==> src/rtl/filters_pkg.sv <==
// Shared width defaults and the control FSM state type for the filters MAC slice.
package filters_pkg;

    localparam int FILT_DW    = 16;
    localparam int FILT_CW    = 16;
    localparam int FILT_AW    = 40;
    localparam int FILT_SHIFT = 15;
    localparam int FILT_OW    = 16;

    typedef enum logic [0:0] {
        IDLE  = 1'b0,
        ACCUM = 1'b1
    } fsm_state_e;

endpackage

==> src/rtl/filters_sat.sv <==
// Signed narrowing from IW to OW bits, clipping to the OW-bit range and flagging clipping.
module filters_sat #(
    parameter int IW = 25,
    parameter int OW = 16
) (
    input  logic signed [IW-1:0] data_i,
    output logic signed [OW-1:0] data_o,
    output logic                 sat_o
);

    localparam logic signed [OW-1:0] MAX_V = {1'b0, {(OW-1){1'b1}}};
    localparam logic signed [OW-1:0] MIN_V = {1'b1, {(OW-1){1'b0}}};

    logic [IW-OW:0] upper_s;
    logic           fits_s;

    assign upper_s = data_i[IW-1:OW-1];
    assign fits_s  = (&upper_s) | ~(|upper_s);

    // The value fits when every bit above the output sign bit copies it.
    always_comb begin
        data_o = data_i[OW-1:0];
        sat_o  = 1'b0;
        if (fits_s) begin
            data_o = data_i[OW-1:0];
            sat_o  = 1'b0;
        end else if (data_i[IW-1]) begin
            data_o = MIN_V;
            sat_o  = 1'b1;
        end else begin
            data_o = MAX_V;
            sat_o  = 1'b1;
        end
    end

endmodule

==> src/rtl/filters_mac_acc.sv <==
// Three-stage multiply-accumulate (product, accumulator, output) with a global stall.
// Build option: define FILTERS_ROUND_EN to round half up before the final shift.
module filters_mac_acc
    import filters_pkg::*;
#(
    parameter int DW    = FILT_DW,
    parameter int CW    = FILT_CW,
    parameter int AW    = FILT_AW,
    parameter int SHIFT = FILT_SHIFT,
    parameter int OW    = FILT_OW
) (
    input  logic                 clk,
    input  logic                 rst_n,
    input  logic                 in_valid,
    output logic                 in_ready,
    input  logic signed [DW-1:0] in_data,
    input  logic signed [CW-1:0] in_coef,
    input  logic                 in_first,
    input  logic                 in_last,
    output logic                 out_valid,
    input  logic                 out_ready,
    output logic signed [OW-1:0] out_data,
    output logic                 out_sat
);

    localparam int PW = DW + CW;
    localparam int NW = AW - SHIFT;

`ifdef FILTERS_ROUND_EN
    localparam logic signed [AW-1:0] RND_BIAS = {{(AW-1){1'b0}}, 1'b1} << (SHIFT-1);
`else
    localparam logic signed [AW-1:0] RND_BIAS = {AW{1'b0}};
`endif

    fsm_state_e           state_q, state_d;
    logic signed [PW-1:0] prod_q, prod_d;
    logic                 p1_valid_q, p1_valid_d;
    logic                 p1_first_q, p1_first_d;
    logic                 p1_last_q, p1_last_d;
    logic signed [AW-1:0] acc_q, acc_d;
    logic                 p2_valid_q, p2_valid_d;
    logic                 out_valid_q, out_valid_d;
    logic signed [OW-1:0] out_data_q, out_data_d;
    logic                 out_sat_q, out_sat_d;

    logic                 advance_s;
    logic signed [AW-1:0] prod_ext_s;
    logic signed [AW-1:0] biased_s;
    logic signed [NW-1:0] shifted_s;
    logic signed [OW-1:0] sat_data_s;
    logic                 sat_flag_s;

    assign advance_s  = out_ready | ~out_valid_q;
    assign in_ready   = advance_s;
    assign prod_ext_s = AW'(prod_q);
    assign biased_s   = acc_q + RND_BIAS;
    assign shifted_s  = NW'(biased_s >>> SHIFT);

    assign out_valid  = out_valid_q;
    assign out_data   = out_data_q;
    assign out_sat    = out_sat_q;

    filters_sat #(
        .IW (NW),
        .OW (OW)
    ) u_sat (
        .data_i (shifted_s),
        .data_o (sat_data_s),
        .sat_o  (sat_flag_s)
    );

    // Next-state for all stages and the IDLE/ACCUM control; everything holds on a stall.
    always_comb begin
        state_d     = state_q;
        prod_d      = prod_q;
        p1_valid_d  = p1_valid_q;
        p1_first_d  = p1_first_q;
        p1_last_d   = p1_last_q;
        acc_d       = acc_q;
        p2_valid_d  = p2_valid_q;
        out_valid_d = out_valid_q;
        out_data_d  = out_data_q;
        out_sat_d   = out_sat_q;

        if (advance_s) begin
            p1_valid_d = in_valid;
            prod_d     = PW'(in_data) * PW'(in_coef);
            p1_first_d = in_first;
            p1_last_d  = in_last;

            // A first beat always restarts, dropping any partial sum; strays in IDLE vanish.
            p2_valid_d = 1'b0;
            if (p1_valid_q && p1_first_q) begin
                acc_d      = prod_ext_s;
                p2_valid_d = p1_last_q;
                state_d    = p1_last_q ? IDLE : ACCUM;
            end else if (p1_valid_q && (state_q == ACCUM)) begin
                acc_d      = acc_q + prod_ext_s;
                p2_valid_d = p1_last_q;
                state_d    = p1_last_q ? IDLE : ACCUM;
            end else begin
                state_d    = state_q;
            end

            out_valid_d = p2_valid_q;
            if (p2_valid_q) begin
                out_data_d = sat_data_s;
                out_sat_d  = sat_flag_s;
            end else begin
                out_data_d = out_data_q;
                out_sat_d  = out_sat_q;
            end
        end else begin
            p2_valid_d = p2_valid_q;
        end
    end

    // Pipeline and FSM registers with synchronous active-low reset.
    always_ff @(posedge clk) begin
        if (!rst_n) begin
            state_q     <= IDLE;
            prod_q      <= {PW{1'b0}};
            p1_valid_q  <= 1'b0;
            p1_first_q  <= 1'b0;
            p1_last_q   <= 1'b0;
            acc_q       <= {AW{1'b0}};
            p2_valid_q  <= 1'b0;
            out_valid_q <= 1'b0;
            out_data_q  <= {OW{1'b0}};
            out_sat_q   <= 1'b0;
        end else begin
            state_q     <= state_d;
            prod_q      <= prod_d;
            p1_valid_q  <= p1_valid_d;
            p1_first_q  <= p1_first_d;
            p1_last_q   <= p1_last_d;
            acc_q       <= acc_d;
            p2_valid_q  <= p2_valid_d;
            out_valid_q <= out_valid_d;
            out_data_q  <= out_data_d;
            out_sat_q   <= out_sat_d;
        end
    end

endmodule

==> config.mk <==
export PLATFORM = sky130hd
export DESIGN_NAME = filters_mac_acc
export DESIGN_NICKNAME = d
export VERILOG_FILES = /design/src/rtl/filters_pkg.sv /design/src/rtl/filters_sat.sv /design/src/rtl/filters_mac_acc.sv
export SDC_FILE = /design/constraint.sdc
export NUM_CORES = 1
export LEC_CHECK = 0
export BUFFER_PORTS_ARGS = -buffer_cell sky130_fd_sc_hd__buf_4
export CAP_MARGIN = 20
export CORE_MARGIN = 4
export CORE_UTILIZATION = 49
export CTS_CLUSTER_SIZE = 14
export DETAILED_ROUTE_END_ITERATION = 10
export PLACE_DENSITY = 0.63
export SYNTH_ARGS = -nofsm -noshare
export SYNTH_HDL_FRONTEND = slang
export SYNTH_SLANG_ARGS = --single-unit
==> constraint.sdc <==
create_clock -name clk -period 9.44 [get_ports clk]
set_input_delay 2.832 -clock clk [delete_from_list [all_inputs] [get_ports clk]]
set_output_delay 2.832 -clock clk [all_outputs]
set_load 0.01 [all_outputs]
=== Word level (Yosys, flattened, before mapping) ===
Index checks and enable logic that the tools add are counted.

* Register bits after elaboration: 95
* Input bits: 38
* Output and inout port bits: 19
* Word-level logic and storage cells: 33

* Add/sub/neg operators: 1
* Multipliers: 1
* Muxes and demuxes: 10
* Bitwise operators: 4
* Reduce and logical (&&, ||, !) cells: 7

{| class="wikitable"
|+ Operators by type and width
! kind !! number
|-
| 40-bit two-way mux || 2
|-
| 40-bit by 32-bit adder with 40-bit output || 1
|-
| 16-bit by 16-bit multiplier with 32-bit output || 1
|-
| 16-bit two-way mux || 2
|-
| 10-bit AND reduction || 1
|-
| 10-bit OR reduction || 1
|-
| 1-bit two-way mux || 6
|-
| 2-bit AND reduction || 2
|-
| 1-bit logical AND || 2
|-
| 1-bit NOT || 2
|-
| 1-bit bitwise OR || 2
|-
| 2-bit nonzero test || 1
|}

=== Depth between registers and ports, before layout ===
Gate-level depths: netlist (run 1).

* Word-level depth: 4
* Gate-level depth with buffers: 24
* Gate-level depth less buffers: 23

=== Hierarchy ===
From an unflattened synthesis (run 1), not the netlist that was laid out.

* Cells, all modules: 1827
* Area, all modules: 15906.5 um^2

{| class="wikitable"
|+ Modules (own cells, without submodules)
! module !! times used !! cells an instance !! area an instance (um^2) !! seq. area each (um^2)
|-
| filters_mac_acc || 1 || 1765 || 15454.8 || 1901.8
|-
| filters_sat || 1 || 62 || 451.7 || 0.0
|}

=== Worst setup path before layout (run 1) ===
OpenSTA, ideal clock, no wires.

* Kind: input to register
* Start point: in in_data[15]
* End point: reg prod_q[31]
* Setup time: 122 ps
* Data arrival time: 8531 ps
* Data required time: 9318 ps
* Setup slack: 787 ps
* Stages: 21
* Buffers on the path: 1
* Path through: clkbuf_1 -> nand2_1 -> inv_1 -> fa_1 -> fa_1 -> fa_1 -> fa_1 -> fa_1 -> inv_1 -> fa_1 -> inv_1 -> ha_1 -> a21o_1 -> a21o_1 -> a21o_1 -> a21o_1 -> a221o_1 -> a31oi_1 -> o21ai_1 -> xnor2_1 -> o21ai_0

* Longest elaborated chain between the ends: 1

{| class="wikitable"
|+ RTL lines
! what !! RTL line !! RTL
|-
| from (decl) || filters_mac_acc.sv:16 || <nowiki>input logic signed [DW-1:0] in_data,</nowiki>
|-
| 16-bit by 16-bit multiplier with 32-bit output || filters_mac_acc.sv:87 || <nowiki>prod_d = PW'(in_data) * PW'(in_coef);</nowiki>
|-
| to (signal assigned) || filters_mac_acc.sv:122 || <nowiki>prod_q <= {PW{1'b0}};</nowiki>
|-
| to (signal assigned) || filters_mac_acc.sv:133 || <nowiki>prod_q <= prod_d;</nowiki>
|-
| to (decl) || filters_mac_acc.sv:36 || <nowiki>logic signed [PW-1:0] prod_q, prod_d;</nowiki>
|}

No other way between the ends.
A chain may end at the register's enable or synchronous reset.

=== Final worst setup path (run 1) ===
* Start point: in in_coef[4]
* End point: reg prod_q[30]

* Longest elaborated chain between the ends: 1

{| class="wikitable"
|+ RTL lines
! what !! RTL line !! RTL
|-
| from (decl) || filters_mac_acc.sv:17 || <nowiki>input logic signed [CW-1:0] in_coef,</nowiki>
|-
| 16-bit by 16-bit multiplier with 32-bit output || filters_mac_acc.sv:87 ||
|}

No other way between the ends.

==> summary.txt, run 1 <==
Outcome
  • Status: complete, no violations

Clocking
  • Post-CTS Hold Buffers: 0
  • Number of H-tree levels: 3
  • Post-CTS Resized: 0
  • Clk sink count: 95
  • Post-CTS setup buffers: 0
  • TritonCTS clock tree: done
  • Worst-Skew Late Latency: 360 ps
  • Clock Path Buffers: 2
  • CTS buffer count: 9
  • CTS root buffer: clkbuf_16
  • Clk slew on worst S/H paths: 70 ps

Die
  • Ports: 57
  • Horiz. Die Dim: 185 µm
  • Die H: 185 µm
  • Starting density of the core: 49.9%
  • Core area: 30700 µm²
  • Area of the die: 34200 µm²
  • Site row count: 64

Synth
  • Sequential fraction of the synthesis area: 12.4%
  • Synth Instances: 1784
  • Leading post-synthesis cells by cell area: fa_1 (34%), dfxtp_1 (12%), ha_1 (9.9%)
  • Yosys cell types: 66
  • Yosys top cell by area: fa_1
  • Synth Area per Inst: 8.60 µm²
  • Synthesized flop and latch total: 95
  • Post-synth EDFFs: 0
  • Ys async rst share: 0%
  • Commonest register cell after synthesis: dfxtp_1
  • Synthesis Warnings: 0
  • Yosys top cell area share: 34.3%
  • Cell Area, Synth: 15300 µm²
  • Synthesized Nets: 2206

Layout
  • Area delta synth->final: 6.44%
  • Final net count: 2205
  • Final cell count without fillers: 2184
  • Share of cells above drive strength 1: 5.54%
  • Finished Core Util: 53.1%
  • Antenna cell count: 0

GRT
  • Gr usage total: 21.8%
  • Largest net degree at the start of global routing: 64
  • Met3 Track Usage GR: 1.47%
  • Vias in the first global route: 11900
  • Grt peak-use layer: met2
  • Antenna violations before repair: 0
  • GRT met2 Usage: 34.9%
  • First-pass GRT wire length: 61100 µm
  • M1 GR Usage: 33.1%
  • Congestion Overflow GR: 0

Critical path
  • Worst-case reg-to-reg path depth: 13
  • CP Launch Type: input port
  • CP endpoint kind: flop
  • Crit Path Category: input port to flop
  • Worst Path Required: 9680 ps
  • Critical R2R Capture: acc_q[36]
  • Reg-to-Reg Start: prod_q[0]
  • Reg-to-reg setup timing slack: 6250 ps
  • Worst Path Arrival: 8960 ps
  • Crit-path max FO: 16

Timing
  • Hold Vio Cnt, Final: 0
  • Slew Limit Fails: 0
  • Final clock skew: 11.5 ps
  • Min Tclk post-route: 8720 ps
  • Finish-stage setup viols: 0
  • Final Cycle Share: 92.3%
  • RSZ-0062 raised after global routing: no
  • Hold Slack: 450 ps
  • Total Neg Setup Slack: 0 ps
  • Slew HR: 56.1%
  • Slew at the pin closest to its max-slew limit: 659 ps
  • Max Fclk: 0.115 GHz

Routing
  • WL/cell: 16.5 µm
  • Final WL: 36000 µm
  • Post-route ant nets: 0
  • Routed vias: 11700
  • Vias per inst: 5.34
  • DRT Pass-1 Iters: 7
  • Post-route DRC: 0
  • First DRT Iteration DRCs: 753

Worst hold path
  • Worst min-delay path class: flop to flop
  • Worst Hold Depth: 2
  • Worst Hold Path EP: out_data[8]
  • Hold_sp: out_data[8]

Run
  • Maxcap violations: 0

Placed design
  • Port Buffers: 56
  • DP Cell Count: 2168
  • Placer congestion estimate: 0.898
  • Hpwl dp: 28700 µm
routing by layer:
layer | vias to the layer above | routed length (µm)
li1 | 5678 | -
met1 | 5691 | 18000
met2 | 260 | 16000
met3 | 28 | 1650
met4 | 0 | 374
met5 | - | 0
kinds of logic (layout without fill, tap and decap cells):
logic type / Yosys count / in the layout / share of synthesized area (%)
AO/OA/AOI/OAI: 321 / 321 / 13.6
AND/OR/NAND/NOR: 549 / 549 / 16.9
multiplexers: 4 / 4 / 0.261
XOR/XNOR: 65 / 65 / 3.71
flip-flops: 95 / 95 / 12.4
adder cells (fa/ha/maj): 384 / 384 / 44.2
buffers and inverters: 366 / 370 / 9.01
worst max-delay path, stage by stage:
cell and delay, ps:
buf_4 170, and2_1 190, fa_1 540, inv_1 50
fa_1 470, fa_1 520, inv_1 60, fa_1 500
fa_1 500, inv_1 50, fa_1 470, inv_1 40
ha_1 350, a21o_1 210, a21o_1 170, a21oi_1 160
o211ai_1 210, a221oi_1 520, o21ai_0 240, a211oi_1 350
a21oi_1 140, xnor2_1 140, o21ai_0 80
synthesized netlist by cell type, drive strengths merged (18+ instances only):
cell type / number
nor2: 75
xnor2: 47
dfxtp: 95
inv: 287
xor2: 18
o211ai: 20
fa: 263
a21o: 48
and2: 128
ha: 121
o21ai: 51
a21oi: 110
nand3: 20
clkbuf: 70
nand2: 261
cells in the final DEF (no fill, tap or decap), drive strengths merged, types with 3 or more instances in the layout:
| master | Yosys | layout |
|---|---|---|
| inv | 287 | 292 |
| fa | 263 | 263 |
| nand2 | 261 | 261 |
| and2 | 128 | 128 |
| ha | 121 | 121 |
| a21oi | 110 | 110 |
| dfxtp | 95 | 95 |
| nor2 | 75 | 75 |
| buf | 8 | 66 |
| o21ai | 51 | 51 |
| a21o | 48 | 48 |
| xnor2 | 47 | 47 |
| o211ai | 20 | 20 |
| nand3 | 20 | 20 |
| xor2 | 18 | 18 |
| a211oi | 15 | 15 |
| a311oi | 14 | 14 |
| nor3 | 13 | 13 |
| a31oi | 13 | 13 |
| nand2b | 12 | 12 |
| and3 | 12 | 12 |
| o21a | 10 | 10 |
| clkbuf | 70 | 9 |
| nand4 | 8 | 8 |
| o21bai | 6 | 6 |
| or3 | 5 | 5 |
| nor2b | 5 | 5 |
| a21boi | 5 | 5 |
| mux2i | 4 | 4 |
| o31a | 3 | 3 |
| o2111ai | 3 | 3 |
| o31ai | 3 | 3 |
stage by stage:
stage	area (µm²)	setup slack (ps)
2_1_floorplan	15300	787
3_3_place_gp	16000	527
3_5_place_dp	16000	424
4_1_cts	16300	790
5_1_grt	16300	373
6_report	16300	724
sequential cells by signal, indices dropped and copies added (netlist names):
signal / count
p1_first_q: 1
acc_q: 40
state_q: 1
p1_valid_q: 1
p1_last_q: 1
out_sat: 1
out_data: 16
out_valid: 1
prod_q: 32
p2_valid_q: 1
how the worst max path moves through the flow:
stage                      startpoint         end  slack [ps]  depth (start not counted)
after floorplan           in_data[15]  prod_q[31]         790                         21
after global placement     in_coef[4]  prod_q[30]         530                         23
after detailed placement   in_coef[4]  prod_q[30]         420                         23
after CTS                  in_coef[4]  prod_q[30]         790                         23
after global routing       in_coef[4]  prod_q[30]         370                         23
final                      in_coef[4]  prod_q[30]         720                         23
layout make-up:
class                      count  area (µm²)
fill                        2947       14400
multi-input combinational   1323       12100
sequential                    95        1900
inverter                     288        1080
timing repair buffer          66         495
tap                          396         495
clock buffer                   9         225
clock inverter                 7        63.8
Power of run 1 is not shown: default switching activity piles up to over one toggle a cycle in this logic, so the estimate is an artifact.
==> inputs of run 2 (changes only) <==
- ABC_AREA: not set -> 1
==> summary.txt, run 2 <==
Placed design
  • Placer congestion estimate: 0.949 (+5.7%)
  • Hpwl dp: 39600 µm (+38%)
  • Port Buffers: 56 (unchanged)
  • DP Cell Count: 2912 (+34%)
  • Placed inst area: 17900 µm² (+11%)

Layout
  • Number of fill cells: 3530 (+20%)
  • Sequential cell area: 1900 µm² (unchanged)
  • Antenna cell count: 0 (unchanged)
  • Max FFs per register: 40 (unchanged)
  • Commonest non-fill, non-tap cells in the layout: nand2_1 (629), inv_1 (616), fa_1 (263), nor2_1 (173), a21oi_1 (153)
  • Commonest non-fill, non-tap cell in the layout: nand2_1
  • Final cell count without fillers: 2928 (+34%)
  • Most flops, register: acc_q
  • Multi-input logic area: 12600 µm² (+4.4%)
  • Share of cells above drive strength 1: 3.84% (-1.7 points)
  • Final net count: 2890 (+31%)
  • Area delta synth->final: 5.73%
  • Post-route cell area: 18200 µm² (+11%)

Synth
  • Synth Instances: 2486 (+39%)
  • Sequential fraction of the synthesis area: 11.1% (-1.3 points)
  • Commonest register cell after synthesis: dfxtp_1
  • Cell Area, Synth: 17200 µm² (+12%)
  • Yosys top cell by area: fa_1
  • Synth Area per Inst: 6.92 µm² (-20%)
  • Synth top cells by count: nand2_1 (629), inv_1 (616), fa_1 (263)
  • Count leader, synth: nand2_1
  • Ys async rst share: 0% (unchanged)
  • Synthesis Warnings: 0 (unchanged)
  • Synthesized Nets: 2908 (+32%)
  • Yosys cell types: 42 (-36%)
  • Yosys top cell area share: 30.6% (-3.7 points)
  • Synthesized flop and latch total: 95 (unchanged)
  • Post-synth EDFFs: 0 (unchanged)
  • Leading post-synthesis cells by cell area: fa_1 (31%), nand2_1 (14%), inv_1 (13%)

Timing
  • Finish-stage setup viols: 0 (unchanged)
  • Final Cycle Share: 88.8% (-3.6 points)
  • Final clock skew: 11.4 ps (-0.129 ps)
  • Slew Limit Fails: 0 (unchanged)
  • Slew HR: 38.1% (-18 points)
  • Hold Vio Cnt, Final: 0 (unchanged)
  • Total Neg Setup Slack: 0 ps (unchanged)
  • RSZ-0062 raised after global routing: no
  • Min Tclk post-route: 8380 ps (-335 ps)
  • Max Fclk: 0.119 GHz (+4.0%)
  • Slew at the pin closest to its max-slew limit: 925 ps (+266 ps)

Outcome
  • Status: complete, no violations

Routing
  • Vias per inst: 5.18 (-3.0%)
  • WL/cell: 16.2 µm (-1.8%)
  • Post-route ant nets: 0 (unchanged)
  • Routed vias: 15200 (+30%)
  • DRT Pass-1 Iters: 5 (-2)
  • First DRT Iteration DRCs: 1054 (+40%)
  • Final WL: 47400 µm (+32%)
  • Post-route DRC: 0 (unchanged)

Critical path
  • Worst Path Required: 9700 ps (+20 ps)
  • Crit Path Category: input port to flop
  • CP endpoint kind: flop
  • Crit-path max FO: 16 (unchanged)
  • Worst-case reg-to-reg path depth: 15 (+2)
  • CP Launch Type: input port
  • Worst Path Arrival: 8640 ps (-320 ps)

Clocking
  • Post-CTS Hold Buffers: 0 (unchanged)
  • CTS buffer count: 9 (unchanged)
  • CTS root buffer: clkbuf_16
  • Post-CTS Resized: 0 (unchanged)
  • Number of H-tree levels: 3 (unchanged)
  • Clk sink count: 95 (unchanged)
  • Post-CTS setup buffers: 0 (unchanged)
  • Worst-Skew Late Latency: 370 ps (about the same)
  • Clk slew on worst S/H paths: 60 ps (about the same)
  • Clock Path Buffers: 2 (unchanged)
  • TritonCTS clock tree: done

Die
  • Die H: 195 µm (+5.6%)
  • Starting density of the core: 49.8% (-0.13 points)
  • Core area: 34500 µm² (+12%)
  • Horiz. Die Dim: 195 µm (+5.6%)
  • Site row count: 68 (+6.3%)
  • Area of the die: 38200 µm² (+12%)
  • Ports: 57 (unchanged)

Run
  • Maxcap violations: 0 (unchanged)

GRT
  • Antenna violations before repair: 0 (unchanged)
  • Gr usage total: 25.9% (+4.1 points)
  • Largest net degree at the start of global routing: 69 (+7.8%)
  • Congestion Overflow GR: 0 (unchanged)
  • First-pass GRT wire length: 80000 µm (+31%)
  • Vias in the first global route: 15500 (+30%)

Worst hold path
  • Worst Hold Depth: 2 (unchanged)
  • Worst min-delay path class: flop to flop
-- run 2: cell count changes after synthesis, moves of 43 or more --
cell / before / now
and2_1: 128 / 2
a21oi_1: 110 / 153
a21o_1: 48 / 5
nand3_1: 20 / 92
inv_1: 287 / 616
nand2_1: 261 / 629
o21ai_0: 44 / 111
nor2_1: 75 / 173
-- run 2: cell families (layout without fill, tap and decap cells) --
kind of cell    after synthesis  after routing  synth area share (%)
compound gates              323            323                  10.4
simple gates                946            946                  22.1
buf+inv                     710            697                  15.6
fa+ha+maj                   384            384                  39.4
flops                        95             95                  11.1
xor+xnor                     28             28                  1.43
-- run 2: per-stage QoR --
step | hold slack, ps | util, % | setup slack (ps)
after detailed placement | 463 | 51.7 | 738
after CTS | 476 | 52.6 | 1110
after floorplan | 429 | - | 1250
after global placement | 452 | 51.7 | 757
after global routing | 489 | 52.6 | 746
final | 470 | 52.6 | 1060
-- run 2: routing by layer --
metal / up-vias / share of wire, % / global-route usage (%)
li1: 7391 / - / -
met1: 7332 / 48 / 38.9
met2: 402 / 43 / 39.6
met3: 36 / 8.0 / 5.38
met4: 0 / 0.97 / 3.88
met5: - / 0 / 0
-- run 2: cell type report --
class / instances / share of cell area (%)
multi-input cells: 1681 / 69.3
flip-flops and latches: 95 / 10.5
repair buffers: 63 / 2.60
well taps: 455 / 3.13
clock inverters: 4 / 0.289
clock buffers: 12 / 1.41
inverters: 618 / 12.8
-- run 2: critical path: stages --
cell      delay (ps)
buf_4            180
nand2_1          120
inv_1            100
fa_1             660
fa_1             850
fa_1             520
fa_1             510
fa_1             490
inv_1             50
fa_1             470
inv_1             40
ha_1             360
nand2_1          130
nor2_1           190
inv_1             70
nor2_1           250
inv_1             70
o211ai_1         420
nor2_1            80
o21bai_1         170
inv_1             50
-- run 2: worst paths after layout --
| kind | start | endpoint | slack (ps) |
|---|---|---|---|
| worst max-delay path | in_data[15] | prod_q[24] | 1060 |
| worst min-delay path | p2_valid_q | p2_valid_q | 470 |
| worst max register to register | prod_q[0] | acc_q[22] | 6660 |
| worst min register to register | p2_valid_q | p2_valid_q | 470 |
Power of run 2 is left out for the same reason.
